==> src/rtl/definesPkg.sv <==
// Shared definitions for the branch target buffer: default depth, entry layout and counter encoding.
package definesPkg;

    localparam int BTB_ENTRIES = 16;

    // Wide enough for the tag of the smallest legal table (2 entries); narrower tags are zero-extended.
    localparam int BTB_TAG_MAX_W = 14;

    localparam logic [1:0] CTR_WEAK_TAKEN = 2'b10;

    typedef struct packed {
        logic                     valid;
        logic [BTB_TAG_MAX_W-1:0] tag;
        logic [15:0]              target;
        logic [1:0]               ctr;
    } btb_entry_t;

endpackage

==> src/rtl/btb_sat_counter.sv <==
// Combinational 2-bit saturating counter step used on the BTB update path.
// Only built when BTB_2BIT_COUNTER_EN is defined.
`ifdef BTB_2BIT_COUNTER_EN
module btb_sat_counter (
    input  logic [1:0] i_ctr,
    input  logic       i_inc,
    output logic [1:0] o_ctr
);

    always_comb begin
        o_ctr = i_ctr;
        if (i_inc) begin
            if (i_ctr != 2'b11) begin
                o_ctr = i_ctr + 2'b01;
            end
        end else if (i_ctr != 2'b00) begin
            o_ctr = i_ctr - 2'b01;
        end
    end

endmodule
`endif

==> src/rtl/branch_target_buffer.sv <==
// Direct-mapped branch target buffer: combinational lookup on the fetch PC, single-cycle training port.
// Define BTB_2BIT_COUNTER_EN to keep 2-bit direction counters; otherwise any hit predicts taken.
module branch_target_buffer
    import definesPkg::*;
#(
    parameter int ENTRIES = BTB_ENTRIES
) (
    input  logic        clk,
    input  logic        reset,
    input  logic [15:0] i_pc,
    output logic        o_valid,
    output logic [15:0] o_BT,
    input  logic        upd_en,
    input  logic [15:0] upd_pc,
    input  logic [15:0] upd_BT,
    input  logic        upd_taken
);

    localparam int IDX_W = $clog2(ENTRIES);
    localparam int TAG_W = 15 - IDX_W;

    // Register array rather than RAM: valid bits need an async clear and the read is combinational.
    logic [ENTRIES-1:0] r_valid;
    logic [TAG_W-1:0]   r_tag    [ENTRIES];
    logic [15:0]        r_target [ENTRIES];
`ifdef BTB_2BIT_COUNTER_EN
    logic [1:0]         r_ctr    [ENTRIES];
    logic [1:0]         w_ctrNext;
`endif

    logic [IDX_W-1:0] w_lkIdx;
    logic [TAG_W-1:0] w_lkTag;
    logic [IDX_W-1:0] w_upIdx;
    logic [TAG_W-1:0] w_upTag;
    btb_entry_t       w_lk;
    logic             w_lkHit;
    logic             w_upHit;

    assign w_lkIdx = i_pc[IDX_W:1];
    assign w_lkTag = i_pc[15:IDX_W+1];
    assign w_upIdx = upd_pc[IDX_W:1];
    assign w_upTag = upd_pc[15:IDX_W+1];

    // Without counters every stored entry behaves as weakly taken, so a hit always predicts.
    always_comb begin
        w_lk.valid  = r_valid[w_lkIdx];
        w_lk.tag    = BTB_TAG_MAX_W'(r_tag[w_lkIdx]);
        w_lk.target = r_target[w_lkIdx];
`ifdef BTB_2BIT_COUNTER_EN
        w_lk.ctr    = r_ctr[w_lkIdx];
`else
        w_lk.ctr    = CTR_WEAK_TAKEN;
`endif
    end

    assign w_lkHit = w_lk.valid && (w_lk.tag == BTB_TAG_MAX_W'(w_lkTag));
    assign o_valid = w_lkHit && (w_lk.ctr >= CTR_WEAK_TAKEN);
    assign o_BT    = o_valid ? w_lk.target : 16'h0000;

    assign w_upHit = r_valid[w_upIdx] && (r_tag[w_upIdx] == w_upTag);

`ifdef BTB_2BIT_COUNTER_EN
    btb_sat_counter u_satCounter (
        .i_ctr (r_ctr[w_upIdx]),
        .i_inc (upd_taken),
        .o_ctr (w_ctrNext)
    );
`endif

    always_ff @(posedge clk or posedge reset) begin
        if (reset) begin
            r_valid <= '0;
`ifdef BTB_2BIT_COUNTER_EN
            for (int i = 0; i < ENTRIES; i++) begin
                r_ctr[i] <= 2'b00;
            end
`endif
        end else if (upd_en) begin
            if (upd_taken) begin
                r_valid[w_upIdx] <= 1'b1;
`ifdef BTB_2BIT_COUNTER_EN
                r_ctr[w_upIdx]   <= w_upHit ? w_ctrNext : CTR_WEAK_TAKEN;
`endif
            end else if (w_upHit) begin
`ifdef BTB_2BIT_COUNTER_EN
                r_ctr[w_upIdx]   <= w_ctrNext;
`else
                r_valid[w_upIdx] <= 1'b0;
`endif
            end
        end
    end

    // Tag and target carry no reset; a write landing during reset stays hidden behind the cleared valid.
    always_ff @(posedge clk) begin
        if (upd_en && upd_taken) begin
            r_tag[w_upIdx]    <= w_upTag;
            r_target[w_upIdx] <= upd_BT;
        end
    end

endmodule

==> config.mk <==
export PLATFORM = sky130hd
export DESIGN_NAME = branch_target_buffer
export DESIGN_NICKNAME = d
export VERILOG_FILES = /design/src/rtl/definesPkg.sv /design/src/rtl/btb_sat_counter.sv /design/src/rtl/branch_target_buffer.sv
export SDC_FILE = /design/constraint.sdc
export NUM_CORES = 1
export LEC_CHECK = 0
export ABC_AREA = 1
export BUFFER_PORTS_ARGS = -buffer_cell sky130_fd_sc_hd__buf_2
export CORE_UTILIZATION = 30
export CTS_BUF_LIST = sky130_fd_sc_hd__clkbuf_4 sky130_fd_sc_hd__clkbuf_8 sky130_fd_sc_hd__clkbuf_16
export DETAILED_ROUTE_END_ITERATION = 7
export GPL_TIMING_DRIVEN = 0
export RECOVER_POWER = 50
export SETUP_SLACK_MARGIN = 0.3
export SYNTH_ARGS = -nofsm -noshare
export SYNTH_HDL_FRONTEND = slang
export SYNTH_SLANG_ARGS = --single-unit
==> constraint.sdc <==
create_clock -name clk -period 2.3 [get_ports clk]
set_input_delay 0.46 -clock clk [delete_from_list [all_inputs] [get_ports clk]]
set_output_delay 0.46 -clock clk [all_outputs]
set_load 0.005 [all_outputs]
* Yosys cells after proc, flatten, opt, wreduce, memory -nomap -nowiden
Memory sizes are Yosys's and may differ from the RTL's. Cells that the tools add are included.
Word-level totals: output and inout port bits 17, memory bits (writable) 432, memory bits (read-only) 0, bits in registers 16, bits in latches 0, memories kept 2
Memories:
- r_target | depth 16, width 16, read ports 1, clocked after Yosys merged registers in 0, wr ports 1, RTL line branch_target_buffer.sv:25 | logic [15:0] r_target [ENTRIES];
- r_tag | depth 16, width 11, read ports 2, clocked after Yosys merged registers in 0, wr ports 1, RTL line branch_target_buffer.sv:24 | logic [TAG_W-1:0] r_tag [ENTRIES];
Operators by class: bitwise gates (word level) 3, equality and inequality tests 2, divide/modulo/power cells 0, shift operators 0, multiply operators 0, reductions and logical operators 6, multiplexer cells 11, add/sub/neg operators 0, magnitude comparators 3
Operators with widths (count):
- 16-bit 2-to-1 mux | 3
- 11-bit == test | 2
- 16-bit AND | 1
- 16-bit inverter | 1
- 16-bit OR | 1
- 4-bit by 5-bit < comparator with 1-bit output, second input constant | 2
- 1-bit binary-select mux with 4-bit select | 2
- 1-bit 2-to-1 mux | 5
- 1-bit demux with 4-bit select | 1
- 4-bit by 1-bit >= comparator with 1-bit output, second input constant | 1
- 1-bit logical AND | 4
- 2-bit AND reduction | 1
- 2-bit nonzero test | 1

* Depth between registers and ports, before layout
depth after elaboration 8, gate-level depth with buffers 19, depth with buffers taken out 16

* Worst setup path before layout
OpenSTA, ideal clock, no wires.
kind input to output, start input port i_pc[1], end output port o_BT[10], stages 13, required time 1840 ps, path buffers 4, path slack -169 ps, arrival time 2009 ps, cells stage by stage buf_2 -> buf_2 -> buf_2 -> a21oi_1 -> o21ai_0 -> nand3_1 -> o21ai_0 -> o21ai_0 -> nand3_1 -> nor2_1 -> nand3_2 -> buf_2 -> nor2_1
Between the ends: word-level cells in the longest chain between the ends 4, elaborated cells between the ends (all ways) 7, classes of those cells eq/ne: 1; mux: 3; reduce/logical: 1; memory: 2
RTL lines:
- start, declared | RTL line branch_target_buffer.sv:10 | input logic [15:0] i_pc,
- memory read 16 x 11 bit / 1-bit binary-select mux with 4-bit select (equally long branches)
- 11-bit == test / 1-bit 2-to-1 mux (equally long branches) | RTL line branch_target_buffer.sv:56, branch_target_buffer.sv:46
- 1-bit logical AND | RTL line branch_target_buffer.sv:56 | assign w_lkHit = w_lk.valid && (w_lk.tag == BTB_TAG_MAX_W'(w_lkTag));
- 16-bit 2-to-1 mux * | RTL line branch_target_buffer.sv:58 | assign o_BT = o_valid ? w_lk.target : 16'h0000;
- end, declared | RTL line branch_target_buffer.sv:12 | output logic [15:0] o_BT,
Mark *: on every way between the ends. The rest lies on a longest branch, timed or not. The select of a mux whose other input is x is not followed.

==> results by stage <==
Worst setup path:
- The endpoint required time on the critical path is 1840 ps.
- The critical path is of the register to output pin type.
- The arrival time at the worst endpoint is approximately 2700 ps.
- The type of element capturing the critical path is an output pin.
- The maximum fanout encountered on the critical timing path is 5.
- The most numerous cell type found on the critical path is sky130_fd_sc_hd__nor2_4.
- The nature of the critical path startpoint is a register.
- The number of buffer and inverter instances along the worst setup path is 2.
- The cell at the slowest stage of the critical path is sky130_fd_sc_hd__edfxtp_1.
- For this run, the slowest stage of the critical path takes 410 ps.
- Traced cell by cell, the critical path runs through o211ai_1 > nand3_1 > nand3_2 > a21o_1 > nand4_1 > nor2_4 > nand3_4 > buf_12 > nor2_4 > buf_2.
- On the critical path the largest part of the delay comes from simple AND/OR/NAND/NOR gates.

STA:
- The worst path in the final design needs a cycle of 3160 ps, including I/O delays and setup.
- On the final layout, the worst clock skew is 27.4 ps.
- The number of pins with negative max-slew slack in the final report was 0.
- Setup repair after global routing could not meet its margin everywhere.
- The least setup slack across all paths after layout is -856 ps.
- The final hold slack is 388 ps.
- The hold violation total from the final report was 0.
- For this run, the top clock speed supported by timing is around 320 MHz.
- The normalized max-slew margin is 34.1%.
- The part of the cycle the worst path needs is 137%.
- Setup violations remaining at the end of the flow were counted as 17.
- For the pin with the worst max-slew slack, the measured transition is 987 ps.

Power and ir drop:
- The leakage dissipation is around 9.7 nW.
- The maximum VDD drop is roughly 0.00054 V.
- For this design the ratio of total power to cell area is between 700 and 800 mW/mm^2.
- Total power for the finished layout comes to 18.1 mW.

Route:
- Wires add up to 75.0 mm.
- Across all layers, the routed design uses 16500 vias.
- The remaining number of nets flagged by the antenna check after routing is 0.
- The vias per cell is approximately 5.4.
- After the first detailed-routing iteration, the DRC count stood at ~2700.
- The number of design rule violations left after detail routing is 0.
- The pre-antenna-repair detailed-routing pass consisted of 8 iterations.
- After detailed routing, the average wire length per cell comes to 24.5 microns.

Final layout:
- Cells with a size suffix above 1 make up around 18% of the layout.
- Once layout is complete, the utilization of the core stands at a little under two fifths.
- The post-route standard cell area excluding fillers is 0.0250 sq mm.
- At the end of the flow, the number of nets in the layout was 2211.
- The area growth from synthesis to layout is 21.2%.

Placement:
- During placement, the flow inserted port buffers numbering 62.
- Before CTS, the worst setup slack after placement is -1740 ps.
- After legalization and detailed placement, the total HPWL measured 42.5 mm.
- The placed standard-cell area is 0.0223 sq mm.
- The congestion estimate from routability-driven global placement came to 0.946.

Synthesis:
- The sequential area share after synthesis is 64.8%.
- Of the post-synthesis cell area, the dominant cell type holds 62.8%.
- For this run, asynchronously set or reset flops after synthesis account for 3.57%.
- By count the netlist is led by 577 x sky130_fd_sc_hd__nand2_1, 432 x sky130_fd_sc_hd__edfxtp_1, 192 x sky130_fd_sc_hd__inv_1.
- The number of standard cells after synthesis is 1986.
- Counting every net in the synthesized netlist gives roughly 2000.
- The synthesized design contains 432 enable-type register cells.
- The count of unique library cells instantiated by Yosys is 28.
- The most instantiated library cell after synthesis is sky130_fd_sc_hd__nand2_1.
- The mapped cell area is around 0.021 sq mm.
- In the synthesized netlist the dominant register cell turns out to be sky130_fd_sc_hd__edfxtp_1.
- The largest area contributor in the synthesized netlist is sky130_fd_sc_hd__edfxtp_1.
- Yosys attributes the largest share of cell area to sky130_fd_sc_hd__edfxtp_1 63%, sky130_fd_sc_hd__nand2_1 10%, sky130_fd_sc_hd__o21ai_0 4.3%.
- Synthesis inferred 448 register bits.
- A synthesized cell averages 10.4 sq um.
- The number of warnings reported in the yosys synthesis log is 0.

Global route:
- After global routing the overflow that remains totals 0.
- The number of antenna violations at the first check in global routing is 2.
- The number of global-route vias before repair is about 16000.
- The first global-routing pass estimated 106 mm of wire.
- In the global route stage, overall resource usage came out at 21.0%.
- The largest net degree at the start of global routing is 28.

Clock network:
- The clock sink count is 448.
- The CTS root buffer is sky130_fd_sc_hd__clkbuf_16.
- The buffer depth of the longest clock path is 3.
- The number of H-tree levels is 2.
- The insertion delay to the later sink of the worst-skew pair is approximately 590 ps.
- The number of CTS-inserted buffers is 45.
- TritonCTS built the clock tree.
- The CTS clock-pin slew for the worst setup and hold paths is ~60 ps.

Floorplanning:
- The count of pins on the block boundary is 69.
- Row generation in the floorplan step produced 95 rows.
- In this run the horizontal extent of the chip is 264 microns.
- The area of the core region is 0.0676 sq mm.
- The starting density of the core is 30.5%.
- The die covers roughly 0.070 sq mm.
- In this run the vertical extent of the chip is 264 microns.

Job:
- The max-cap check violation count is 0.

Outcome:
- The checks that failed: negative setup slack.
- The flow ran to the end, but the final reports show violations.

Worst hold path:
- The class of the tightest hold or removal check is input pin to register.
metal layers:
layer,GRT usage [%],up-vias,wire [microns]
li1,-,7177,-
met1,28.1,7986,30200
met2,32.5,1144,32800
met3,4.81,235,8470
met4,9.43,4,3520
met5,0,-,33
timing repair:
item / 4_1_cts / 5_1_grt
gates resized for setup: 140 / 42
setup endpoints to repair: 391 / 230
pin swaps: 19 / 13
gates cloned: 15 / 1
setup buffers: 42 / 5
hold buffers: 1 / 0
endpoints found under the hold margin: 1 / 0
state kept, by name, indices dropped and copies added (netlist names), named ones only:
name / count
r_tag: 176
r_target: 256
power by group:
part | total, mW | internal (mW) | switching, mW | leakage [nW]
registers | 9.19 | 9.10 | 0.0897 | 4.07
logic | 1.79 | 0.541 | 1.25 | 4.94
clock network | 7.15 | 3.97 | 3.19 | 0.697
total | 18.1 | 13.6 | 4.53 | 9.71
cells by family (layout without fill, tap and decap cells):
family,Yosys count,in the layout,share of synthesized area [%]
mux,79,79,4.00
flops,448,448,64.8
other cells,0,1,0
compound gates,378,378,10.1
simple gates,770,770,15.0
buf+inv,311,514,6.19
metrics by stage:
step / std cells / setup TNS, ps
CTS: 3056 / -12230
finish: 3063 / -13760
floorplan: 1986 / -432
global route: 3062 / -15490
global placement: 2921 / -365680
detailed placement: 2921 / -327610
placed cells by master, fill, tap and decap left out, drive strengths merged:
cell type,count
a21o,5
a21oi,111
a31oi,4
buf,160
bufinv,1
clkbuf,129
clkinv,16
clkinvlp,28
dfrtp,16
diode,1
dlygate4sd3,1
edfxtp,432
inv,179
mux2,28
mux2i,51
nand2,578
nand3,122
nand3b,2
nand4,6
nor2,62
o211ai,53
o21ai,182
o21bai,4
o22ai,19
path summary, 6_finish.rpt:
kind | from | endpoint | slack, ps | depth (start not counted)
min in group asynchronous | reset | async pin | 520 | 3
min | upd_BT[3] | r_target[2][3] | 390 | 1
max | r_tag[10][6] | o_BT[7] | -860 | 10
max in group asynchronous | reset | async pin | 1350 | 3
max reg2reg | r_tag[7][4] | register | 180 | 16
min reg2reg | register | register | 500 | 2
area by class of cell:
class                           count  area, sq um
Fill cell                        6562        42600
Sequential cell                   448        13400
Multi-Input combinational cell   1227         6320
Clock buffer                       61         1260
Tap cell                          873         1090
Timing Repair Buffer              113         1060
Buffer                            116          885
Inverter                          195          796
Clock inverter                     16          134
Timing Repair inverter             13         97.6
Antenna cell                        1         2.50
(Power assumes the default switching activity.)
